**config.mk**
```make
export PLATFORM = sky130hd
export DESIGN_NAME = iru_trig_sched
export DESIGN_NICKNAME = d
export VERILOG_FILES = /design/src/rtl/iru_pkg.sv /design/src/rtl/iru_cos_lut.sv /design/src/rtl/iru_trig_sched.sv
export SDC_FILE = /design/constraint.sdc
export NUM_CORES = 1
export LEC_CHECK = 0
export ABC_CLOCK_PERIOD_IN_PS = 8690
export BUFFER_PORTS_ARGS = -buffer_cell sky130_fd_sc_hd__buf_4
export CORE_MARGIN = 4
export CORE_UTILIZATION = 23
export CTS_BUF_LIST = sky130_fd_sc_hd__clkbuf_8
export DETAILED_ROUTE_END_ITERATION = 6
export PLACE_DENSITY = 0.5
export SETUP_SLACK_MARGIN = 0.02
export SLEW_MARGIN = 5
export SYNTH_ARGS = -nofsm -noshare
export SYNTH_HDL_FRONTEND = slang
export SYNTH_SLANG_ARGS = --single-unit
```
**constraint.sdc**
```tcl
create_clock -name clk -period 8.69 [get_ports clk]
set_clock_uncertainty 0.05 [all_clocks]
set_input_delay 1.3035 -clock clk [delete_from_list [all_inputs] [get_ports clk]]
set_output_delay 1.3035 -clock clk [all_outputs]
set_load 0.01 [all_outputs]
```
**src/rtl/iru_pkg.sv**
```systemverilog
// Shared IRU trig types: angle count, sin offset, sample format, scheduler states and one-hot LUT select.
package iru_pkg;

  localparam int IRU_NUM_ANGLES = 36;
  localparam int IRU_SIN_OFFSET = 27;

  typedef logic [8:0] iru_trig_t;

  typedef enum logic [1:0] {
    IDLE,
    COS,
    SIN,
    RESP
  } iru_trig_state_e;

  // Index k selects bit (35-k); out-of-range indices select nothing.
  function automatic logic [35:0] iru_onehot36(input logic [5:0] k);
    logic [35:0] v;
    v = '0;
    if (k < 6'(IRU_NUM_ANGLES)) begin
      v = 36'h8_0000_0000 >> k;
    end
    return v;
  endfunction

endpackage

```
**src/rtl/iru_cos_lut.sv**
```systemverilog
// Combinational cos(k*10deg) table, sign-magnitude with 128 = 1.0, selected by a one-hot d (bit 35-k).
// d = 0 yields q = 0; index 27 stores a negative zero that consumers are expected to normalise.
module iru_cos_lut
  import iru_pkg::*;
(
  input  logic [35:0] d,
  output iru_trig_t   q
);

  // First-quadrant magnitudes, truncated (not rounded).
  function automatic logic [7:0] quad_mag(input int a);
    logic [7:0] m;
    case (a)
      0:       m = 8'd128;
      1:       m = 8'd126;
      2:       m = 8'd120;
      3:       m = 8'd110;
      4:       m = 8'd98;
      5:       m = 8'd82;
      6:       m = 8'd64;
      7:       m = 8'd43;
      8:       m = 8'd22;
      default: m = 8'd0;
    endcase
    return m;
  endfunction

  function automatic iru_trig_t lut_entry(input int i);
    iru_trig_t e;
    if (i <= 9)       e = {1'b0, quad_mag(i)};
    else if (i <= 18) e = {1'b1, quad_mag(18 - i)};
    else if (i <= 27) e = {1'b1, quad_mag(i - 18)};
    else              e = {1'b0, quad_mag(36 - i)};
    return e;
  endfunction

  always_comb begin
    q = '0;
    for (int i = 0; i < IRU_NUM_ANGLES; i++) begin
      if (d[35 - i]) begin
        q = q | lut_entry(i);
      end
    end
  end

endmodule

```
**src/rtl/iru_trig_sched.sv**
```systemverilog
// Round-robin share of one cos LUT between NUM_REQ requesters; grant in cycle N -> rsp_valid in N+3.
// The response is held until rsp_ready and no new grant is issued until it drains (1 request per 4 cycles max).
module iru_trig_sched
  import iru_pkg::*;
#(
  parameter int NUM_REQ = 4,
  parameter int ID_W    = $clog2(NUM_REQ)
) (
  input  logic                 clk,
  input  logic                 rst_n,
  input  logic [NUM_REQ-1:0]   req_valid,
  input  logic [NUM_REQ*6-1:0] req_angle,
  output logic [NUM_REQ-1:0]   req_ready,
  output logic                 rsp_valid,
  input  logic                 rsp_ready,
  output logic [ID_W-1:0]      rsp_id,
  output iru_trig_t            rsp_cos,
  output iru_trig_t            rsp_sin,
  output logic                 rsp_err
);

  iru_trig_state_e r_state;
  iru_trig_state_e w_state_nxt;

  logic [ID_W-1:0] r_rr;
  logic [ID_W-1:0] r_gnt;
  logic [5:0]      r_angle;
  logic            r_err;
  iru_trig_t       r_cos;
  iru_trig_t       r_sin;

  logic            w_gnt_vld;
  logic [ID_W-1:0] w_gnt_idx;
  logic [5:0]      w_gnt_angle;
  logic [ID_W-1:0] w_rr_nxt;
  logic [6:0]      w_sin_sum;
  logic [5:0]      w_sin_k;
  logic [35:0]     w_lut_d;
  iru_trig_t       w_lut_q;
  iru_trig_t       w_lut_norm;

  // Scan from the highest offset down so the nearest valid requester at/after r_rr wins.
  always_comb begin
    w_gnt_vld = 1'b0;
    w_gnt_idx = '0;
    for (int i = NUM_REQ - 1; i >= 0; i--) begin
      if (req_valid[(int'(r_rr) + i) % NUM_REQ]) begin
        w_gnt_vld = 1'b1;
        w_gnt_idx = ID_W'((int'(r_rr) + i) % NUM_REQ);
      end
    end
    w_gnt_angle = req_angle[6*int'(w_gnt_idx) +: 6];
  end

  assign w_rr_nxt   = (r_gnt == ID_W'(NUM_REQ - 1)) ? '0 : r_gnt + 1'b1;
  assign w_sin_sum  = {1'b0, r_angle} + 7'(IRU_SIN_OFFSET);
  assign w_sin_k    = r_err ? 6'h3F
                    : (w_sin_sum >= 7'(IRU_NUM_ANGLES)) ? 6'(w_sin_sum - 7'(IRU_NUM_ANGLES))
                    : w_sin_sum[5:0];
  assign w_lut_norm = (w_lut_q == 9'h100) ? '0 : w_lut_q;

  always_ff @(posedge clk or negedge rst_n) begin
    if (!rst_n) begin
      r_state <= IDLE;
    end else begin
      r_state <= w_state_nxt;
    end
  end

  always_comb begin
    w_state_nxt = r_state;
    req_ready   = '0;
    rsp_valid   = 1'b0;
    w_lut_d     = '0;
    case (r_state)
      IDLE: begin
        if (w_gnt_vld) begin
          req_ready[w_gnt_idx] = 1'b1;
          w_state_nxt          = COS;
        end
      end
      COS: begin
        w_lut_d     = iru_onehot36(r_angle);
        w_state_nxt = SIN;
      end
      SIN: begin
        w_lut_d     = iru_onehot36(w_sin_k);
        w_state_nxt = RESP;
      end
      RESP: begin
        rsp_valid = 1'b1;
        if (rsp_ready) begin
          w_state_nxt = IDLE;
        end
      end
      default: w_state_nxt = IDLE;
    endcase
  end

  always_ff @(posedge clk or negedge rst_n) begin
    if (!rst_n) begin
      r_rr    <= '0;
      r_gnt   <= '0;
      r_angle <= '0;
      r_err   <= 1'b0;
      r_cos   <= '0;
      r_sin   <= '0;
    end else begin
      case (r_state)
        IDLE: begin
          if (w_gnt_vld) begin
            r_gnt   <= w_gnt_idx;
            r_angle <= w_gnt_angle;
            r_err   <= (w_gnt_angle >= 6'(IRU_NUM_ANGLES));
          end
        end
        COS: begin
          r_cos <= w_lut_norm;
          r_rr  <= w_rr_nxt;
        end
        SIN: begin
          r_sin <= w_lut_norm;
        end
        default: ;
      endcase
    end
  end

  iru_cos_lut u_cos_lut (
    .d (w_lut_d),
    .q (w_lut_q)
  );

  assign rsp_id  = r_gnt;
  assign rsp_cos = r_cos;
  assign rsp_sin = r_sin;
  assign rsp_err = r_err;

endmodule

```
# Word level (Yosys, flattened, before mapping)

Index checks and enable logic that the tools add are counted.

Flip-flop bits (word level): 31
Bits in latches: 0
Memory bits (writable): 0
Bits in read-only memories: 0
Input bits: 31
Output and inout port bits: 26
Memories: 0

Add/sub/neg operators: 6
Multipliers: 1
Div/mod/pow operators: 0
Order comparisons: 10
Eq/ne operators: 7
Shifts and indexed selects: 3
Multiplexer cells: 105
Bitwise operators: 38
Reduce and logical (&&, ||, !) cells: 7

Operator list:

| kind                                                                          | number |
|---|---|
| 9-bit two-way mux                                                             | 71 |
| 9-bit bitwise OR                                                              | 35 |
| 36-bit two-way mux                                                            | 2 |
| 36-bit case mux with 2 select lines                                           | 1 |
| 36-bit by 6-bit >> shifter with 36-bit output (first input constant)          | 2 |
| 24-bit by 6-bit indexed part select with 6-bit output                         | 1 |
| 2-bit two-way mux                                                             | 7 |
| 1-bit two-way mux                                                             | 13 |
| 3-bit by 4-bit less-than comparator with 1-bit output (second input constant) | 3 |
| 6-bit less-than comparator (second input constant)                            | 2 |
| 6-bit two-way mux                                                             | 2 |
| 9-bit equality test (second input constant)                                   | 1 |
| 1-bit binary-select mux with 2-bit select                                     | 4 |
| 4-bit two-way mux                                                             | 2 |
| 8-bit two-way mux                                                             | 1 |
| 2-bit case mux with 4 select lines                                            | 1 |
| 6-bit by 5-bit adder with 7-bit output (second input constant)                | 1 |
| 7-bit by 6-bit >= comparator with 1-bit output (second input constant)        | 1 |
| 2-bit equality test (second input constant)                                   | 3 |
| 6-bit >= comparator (second input constant)                                   | 1 |
| 2-bit by 3-bit less-than comparator with 1-bit output (second input constant) | 2 |
| 2-bit OR reduction                                                            | 3 |
| 6-bit subtractor (second input constant)                                      | 1 |
| 2-bit by 1-bit adder with 2-bit output (second input constant)                | 2 |
| other kinds (10)                                                              | 15 |

# Depth between registers and ports, before layout

Word-level depth: 80
Depth in mapped cells: 17

# Cells and area by module

From an unflattened synthesis, not the netlist that was laid out.

Cells, all modules: 364
Area, all modules: 3,020.4 um^2

Modules (own cells, without submodules):

| module         | times used | cells each | area an instance (um^2) | seq. area each (um^2) |
|---|---|---|---|---|
| iru_trig_sched | 1          | 332        | 2,802.7                 | 775.7 |
| iru_cos_lut    | 1          | 32         | 217.7                   | 0.0 |

# Worst setup path after synthesis

Ideal clock, no wire load.

Path type: flip-flop to flip-flop
Start: register r_angle[0]
End: register r_cos[8], in the netlist rsp_cos[8]
Arrival time: 3,990 ps
Required time: 8,500 ps
Setup slack: 4,510 ps
Cell stages (with the launch flop): 18
Buffers on the path: 2
Period minus slack after synthesis: 4,180 ps
Cells stage by stage: dfrtp_1 inv_1 ha_1 ha_1 clkbuf_1 inv_1 ha_1 nand2_1 a31oi_1 a311oi_1 o22a_1 buf_2 nor2_1 a211o_1 or4_1 o21a_1 nor4_4 o32ai_1

Cells in the longest elaborated chain, start to end: 80
Elaborated cells between the ends (all ways): 85

RTL lines:

| what                                                                                               | RTL line                     | source |
|---|---|---|
| from (decl)                                                                                        | iru_trig_sched.sv:27         | `logic [5:0] r_angle;` |
| from (signal assigned)                                                                             | iru_trig_sched.sv:113        | `r_angle <= w_gnt_angle;` |
| 6-bit by 5-bit adder with 7-bit output                                                             | iru_trig_sched.sv:56         | `assign w_sin_sum = {1'b0, r_angle} + 7'(IRU_SIN_OFFSET);` |
| 6-bit subtractor / 7-bit by 6-bit >= comparator with 1-bit output (equally long branches)          | iru_trig_sched.sv:58         | `: (w_sin_sum >= 7'(IRU_NUM_ANGLES)) ? 6'(w_sin_sum - 7'(IRU_NUM_ANGLES))` |
| 6-bit two-way mux                                                                                  | iru_trig_sched.sv:58         |  |
| 6-bit two-way mux                                                                                  | iru_trig_sched.sv:57         | `assign w_sin_k = r_err ? 6'h3F` |
| 36-bit by 6-bit >> shifter with 36-bit output / 6-bit less-than comparator (equally long branches) | iru_pkg.sv:21, iru_pkg.sv:20 |  |
| 36-bit two-way mux                                                                                 | iru_pkg.sv:20                | `if (k < 6'(IRU_NUM_ANGLES)) begin` |
| 36-bit case mux with 2 select lines (*)                                                            | iru_trig_sched.sv:75         | `case (r_state)` |
| 8-bit two-way mux                                                                                  | iru_cos_lut.sv:40            | `if (d[35 - i]) begin` |
| [64 not listed]                                                                                    | n/a                          |  |
| 9-bit bitwise OR                                                                                   | iru_cos_lut.sv:41            | `q = q \| lut_entry(i);` |
| 9-bit two-way mux                                                                                  | iru_cos_lut.sv:40            |  |
| 9-bit bitwise OR                                                                                   | iru_cos_lut.sv:41            |  |
| 9-bit two-way mux                                                                                  | iru_cos_lut.sv:40            |  |
| 9-bit bitwise OR                                                                                   | iru_cos_lut.sv:41            |  |
| 9-bit two-way mux (*)                                                                              | iru_cos_lut.sv:40            |  |
| 9-bit equality test                                                                                | iru_trig_sched.sv:60         | `assign w_lut_norm = (w_lut_q == 9'h100) ? '0 : w_lut_q;` |
| 9-bit two-way mux (*)                                                                              | iru_trig_sched.sv:60         |  |
| to (signal assigned)                                                                               | iru_trig_sched.sv:118        | `r_cos <= w_lut_norm;` |
| to (decl)                                                                                          | iru_trig_sched.sv:29         | `iru_trig_t r_cos;` |

Every way passes the cells marked *; elsewhere a longest branch is shown, timed or not.
A chain may end at the register's enable or synchronous reset.

# Worst setup path in the final report

Ends and elaborated chain as after synthesis.

==> run metrics <==
Critical Path Sink rsp_cos[8]$_DFFE_PN0P_; fin worst setup slack 4.019 ns; largest net degree at the start of global routing 32; Area Growth Syn to Fin 22.22%; fraction of synthesized cell area taken by the top area cell type between 20% and 30%; post-route ant nets 0; depth of the worst register-to-register path 14; vias in the first global route 3056; status complete, no violations; Worst IR Drop VDD 0.2100 mV; busiest layer in global routing met2; GRT Total Usage roughly an eighth; CP cell instances inv_1 -> ha_1 -> ha_1 -> inv_1 -> ha_1 -> nand2_1 -> o311a_1 -> o22ai_2 -> nor2_1 -> a21bo_1 -> or4_1 -> o21a_1 -> nor4_4 -> o32ai_1; number of nets in the final layout 463; synthesized area just under 3000 um2; CP max stage cell sky130_fd_sc_hd__o22ai_2; wire length of the first global-routing pass 15330 um; hold-fix buffer count after cts 0; P_leak about 1.6 nW; fraction of layout cells with a size suffix above 1 22.38%; most frequent cell after synthesis sky130_fd_sc_hd__nand2_1; clock buffer depth 2; Post-Place Worst Slack between 4 and 5 ns; GP Congestion 0.9208; vertical die dimension 121.6 um; number of setup buffers added after CTS 0; half-perimeter wire length of the detailed placement result a little over 7000 um; Clock transition at path regs about 0.080 ns; clk_lat worst skew about 0.28 ns; global-route met3 utilization approximately 1.8%; average wire per cell in the routed design roughly 16 um; Initial DRC Count between 300 and 400; post-route clock period utilization 53.75%; fraction of registers with async set or reset after synthesis 100.0%; Vias approximately 3100; capture instance of the worst register-to-register path rsp_cos[8]$_DFFE_PN0P_; met2 track demand over resource in global routing between 20% and 30%; GRT Residual Overflow 0; type of element capturing the critical path flip-flop; origin of the worst setup path r_angle[0]$_DFFE_PN0P_; CP max stage delay 0.63 ns; total number of yosys warnings 0; Reg-to-Reg Start r_angle[0]$_DFFE_PN0P_; required time worst endpoint 8.77 ns; sequential area share after synthesis between 20% and 30%; post-synth net total 422; ANT cells 0; count of flip-flops with a built-in enable after synthesis 0; row count 41; relative slew slack about 38%; H-tree levels 2; data arrival at the endpoint of the critical path between 4 and 5 ns; post-synthesis cell type count 70; clk root buf sky130_fd_sc_hd__clkbuf_8; setup slack on the worst flop-to-flop path between 4 and 5 ns; I/O Pins 57; top cells by count, synth 37 x sky130_fd_sc_hd__nand2_1, 33 x sky130_fd_sc_hd__nor2_1, 32 x sky130_fd_sc_hd__a21oi_1; Primary FF master, synth sky130_fd_sc_hd__dfrtp_1; final-layout worst hold slack ~0.47 ns; most frequent CP cell sky130_fd_sc_hd__ha_1; post-synthesis cell type with the largest combined area sky130_fd_sc_hd__dfrtp_1; input/output buffers 56; Seq cells post-synth 31; power density normalized to cell area between 400 and 500 nW/um2; clock period minus worst slack 4.671 ns; first-pass detailed-route iteration total 5; Setup Crit Path Kind reg2reg; maximum achievable frequency between 0.2 and 0.25 GHz; mean instance size in the synthesized netlist ~8 um2; synthesized instance count 378; transition time at the pin with the least slew margin between 0.9 and 1 ns; final number of max-transition violations 0; largest driver fanout on the critical path 18; Die Outline Area between 10000 and 15000 um2; CTS tree done; gate family responsible for the most delay along the worst path compound AO/OA/AOI/OAI gates; CP Depth 14; final number of hold-violating endpoints 0; max capacitance violation total 0; count of buffer and inverter cells on the critical path 2; CTS-repair resized insts 0; number of buffers added by the clock tree synthesis step 5; count of final setup violators 0; initial core utilization a little under a quarter; post-detailed-route via-to-cell ratio 5.240; summed negative setup slack over all endpoints 0 ns; RSZ-0062 raised after global routing no; element type at the critical path start flip-flop; Tightest Hold Check Type reg2reg; met1 usage between 10% and 20%; die boundary width roughly 120 um; total length of routed wires about 9400 um; number of DRC violations after detailed routing 0; Core ar. 12620 um2; number of antenna violations at the first check in global routing 0; Num Clock Sinks 31; top cells by area in the synthesized netlist sky130_fd_sc_hd__dfrtp_1 26%, sky130_fd_sc_hd__ha_1 5.5%, sky130_fd_sc_hd__a21oi_1 5.4%
[cells in the final DEF (no fill, tap or decap), types with 4 or more instances in the layout]
cell type,instances
sky130_fd_sc_hd__a21oi_1,32
sky130_fd_sc_hd__nor2_1,33
sky130_fd_sc_hd__a211oi_1,5
sky130_fd_sc_hd__o21ai_0,28
sky130_fd_sc_hd__nand2_1,37
sky130_fd_sc_hd__mux2_2,12
sky130_fd_sc_hd__nand2b_1,6
sky130_fd_sc_hd__nor3_1,9
sky130_fd_sc_hd__nand4_1,4
sky130_fd_sc_hd__buf_4,58
sky130_fd_sc_hd__o22ai_1,4
sky130_fd_sc_hd__nand3_1,13
sky130_fd_sc_hd__o211ai_1,4
sky130_fd_sc_hd__mux2i_1,8
sky130_fd_sc_hd__nor2b_1,9
sky130_fd_sc_hd__and3_1,6
sky130_fd_sc_hd__o31ai_1,4
sky130_fd_sc_hd__a31oi_1,6
sky130_fd_sc_hd__dfrtp_1,31
sky130_fd_sc_hd__clkbuf_8,6
sky130_fd_sc_hd__or3_1,6
sky130_fd_sc_hd__inv_1,18
sky130_fd_sc_hd__ha_1,13
[metal layers]
layer	part of all wire, %	routed length, um
met1	44	4097
met2	49	4556
met3	4.9	459
met4	2.7	249
met5	0	0
[where the power goes]
part           total (W)  internal (W)  leakage (nW)  switching (W)
registers       0.000320      0.000213         0.383       0.000107
logic            0.00118      0.000461          1.15       0.000722
clock network   0.000151     0.0000928        0.0612      0.0000578
[worst min path at each step]
stage / from / to / cells after the start
2_1_floorplan: r_rr[0]$_DFFE_PN0P_ / r_rr[0]$_DFFE_PN0P_ / 1
3_3_place_gp: rsp_cos[2]$_DFFE_PN0P_ / rsp_cos[2]$_DFFE_PN0P_ / 1
3_5_place_dp: rsp_sin[2]$_DFFE_PN0P_ / rsp_sin[2]$_DFFE_PN0P_ / 1
4_1_cts: rsp_sin[2]$_DFFE_PN0P_ / rsp_sin[2]$_DFFE_PN0P_ / 1
5_1_grt: rsp_cos[5]$_DFFE_PN0P_ / rsp_cos[5]$_DFFE_PN0P_ / 1
6_report: rsp_cos[5]$_DFFE_PN0P_ / rsp_cos[5]$_DFFE_PN0P_ / 1
[per-stage QoR]
stage	power, W	std cells	util [%]	instance area (um2)
global route	0.001805	592	28.74	3627
global placement	0.001487	584	27.81	3510
CTS	0.001648	592	28.74	3627
finish	0.001653	592	28.74	3627
floorplan	0.001177	378	-	2968
detailed placement	0.001491	584	27.81	3510
[cell type report]
type,count,area (um2)
clock inverter,2,35.03
inverter,18,67.56
sequential,31,775.7
clock buffer,6,82.58
fill,1406,8992
tap,172,215.2
timing repair buffer,58,435.4
multi-input combinational,305,2016
[cells by family after synthesis]
kind of cell | Yosys count | synth area share [%]
adders and majority gates | 13 | 5.481
and+or+nand+nor | 146 | 25.84
buffers and inverters | 42 | 5.944
xor gates and xnor gates | 3 | 0.8855
DFF | 31 | 26.14
muxes | 21 | 7.757
AOI/OAI and AO/OA | 122 | 27.95
[sequential cells by signal (all words and copies together) (netlist names)]
register / flops
rsp_cos: 9
r_state: 2
rsp_sin: 9
r_rr: 2
rsp_id: 2
rsp_err: 1
r_angle: 6
Note: power is estimated with default switching activity, not from simulation.
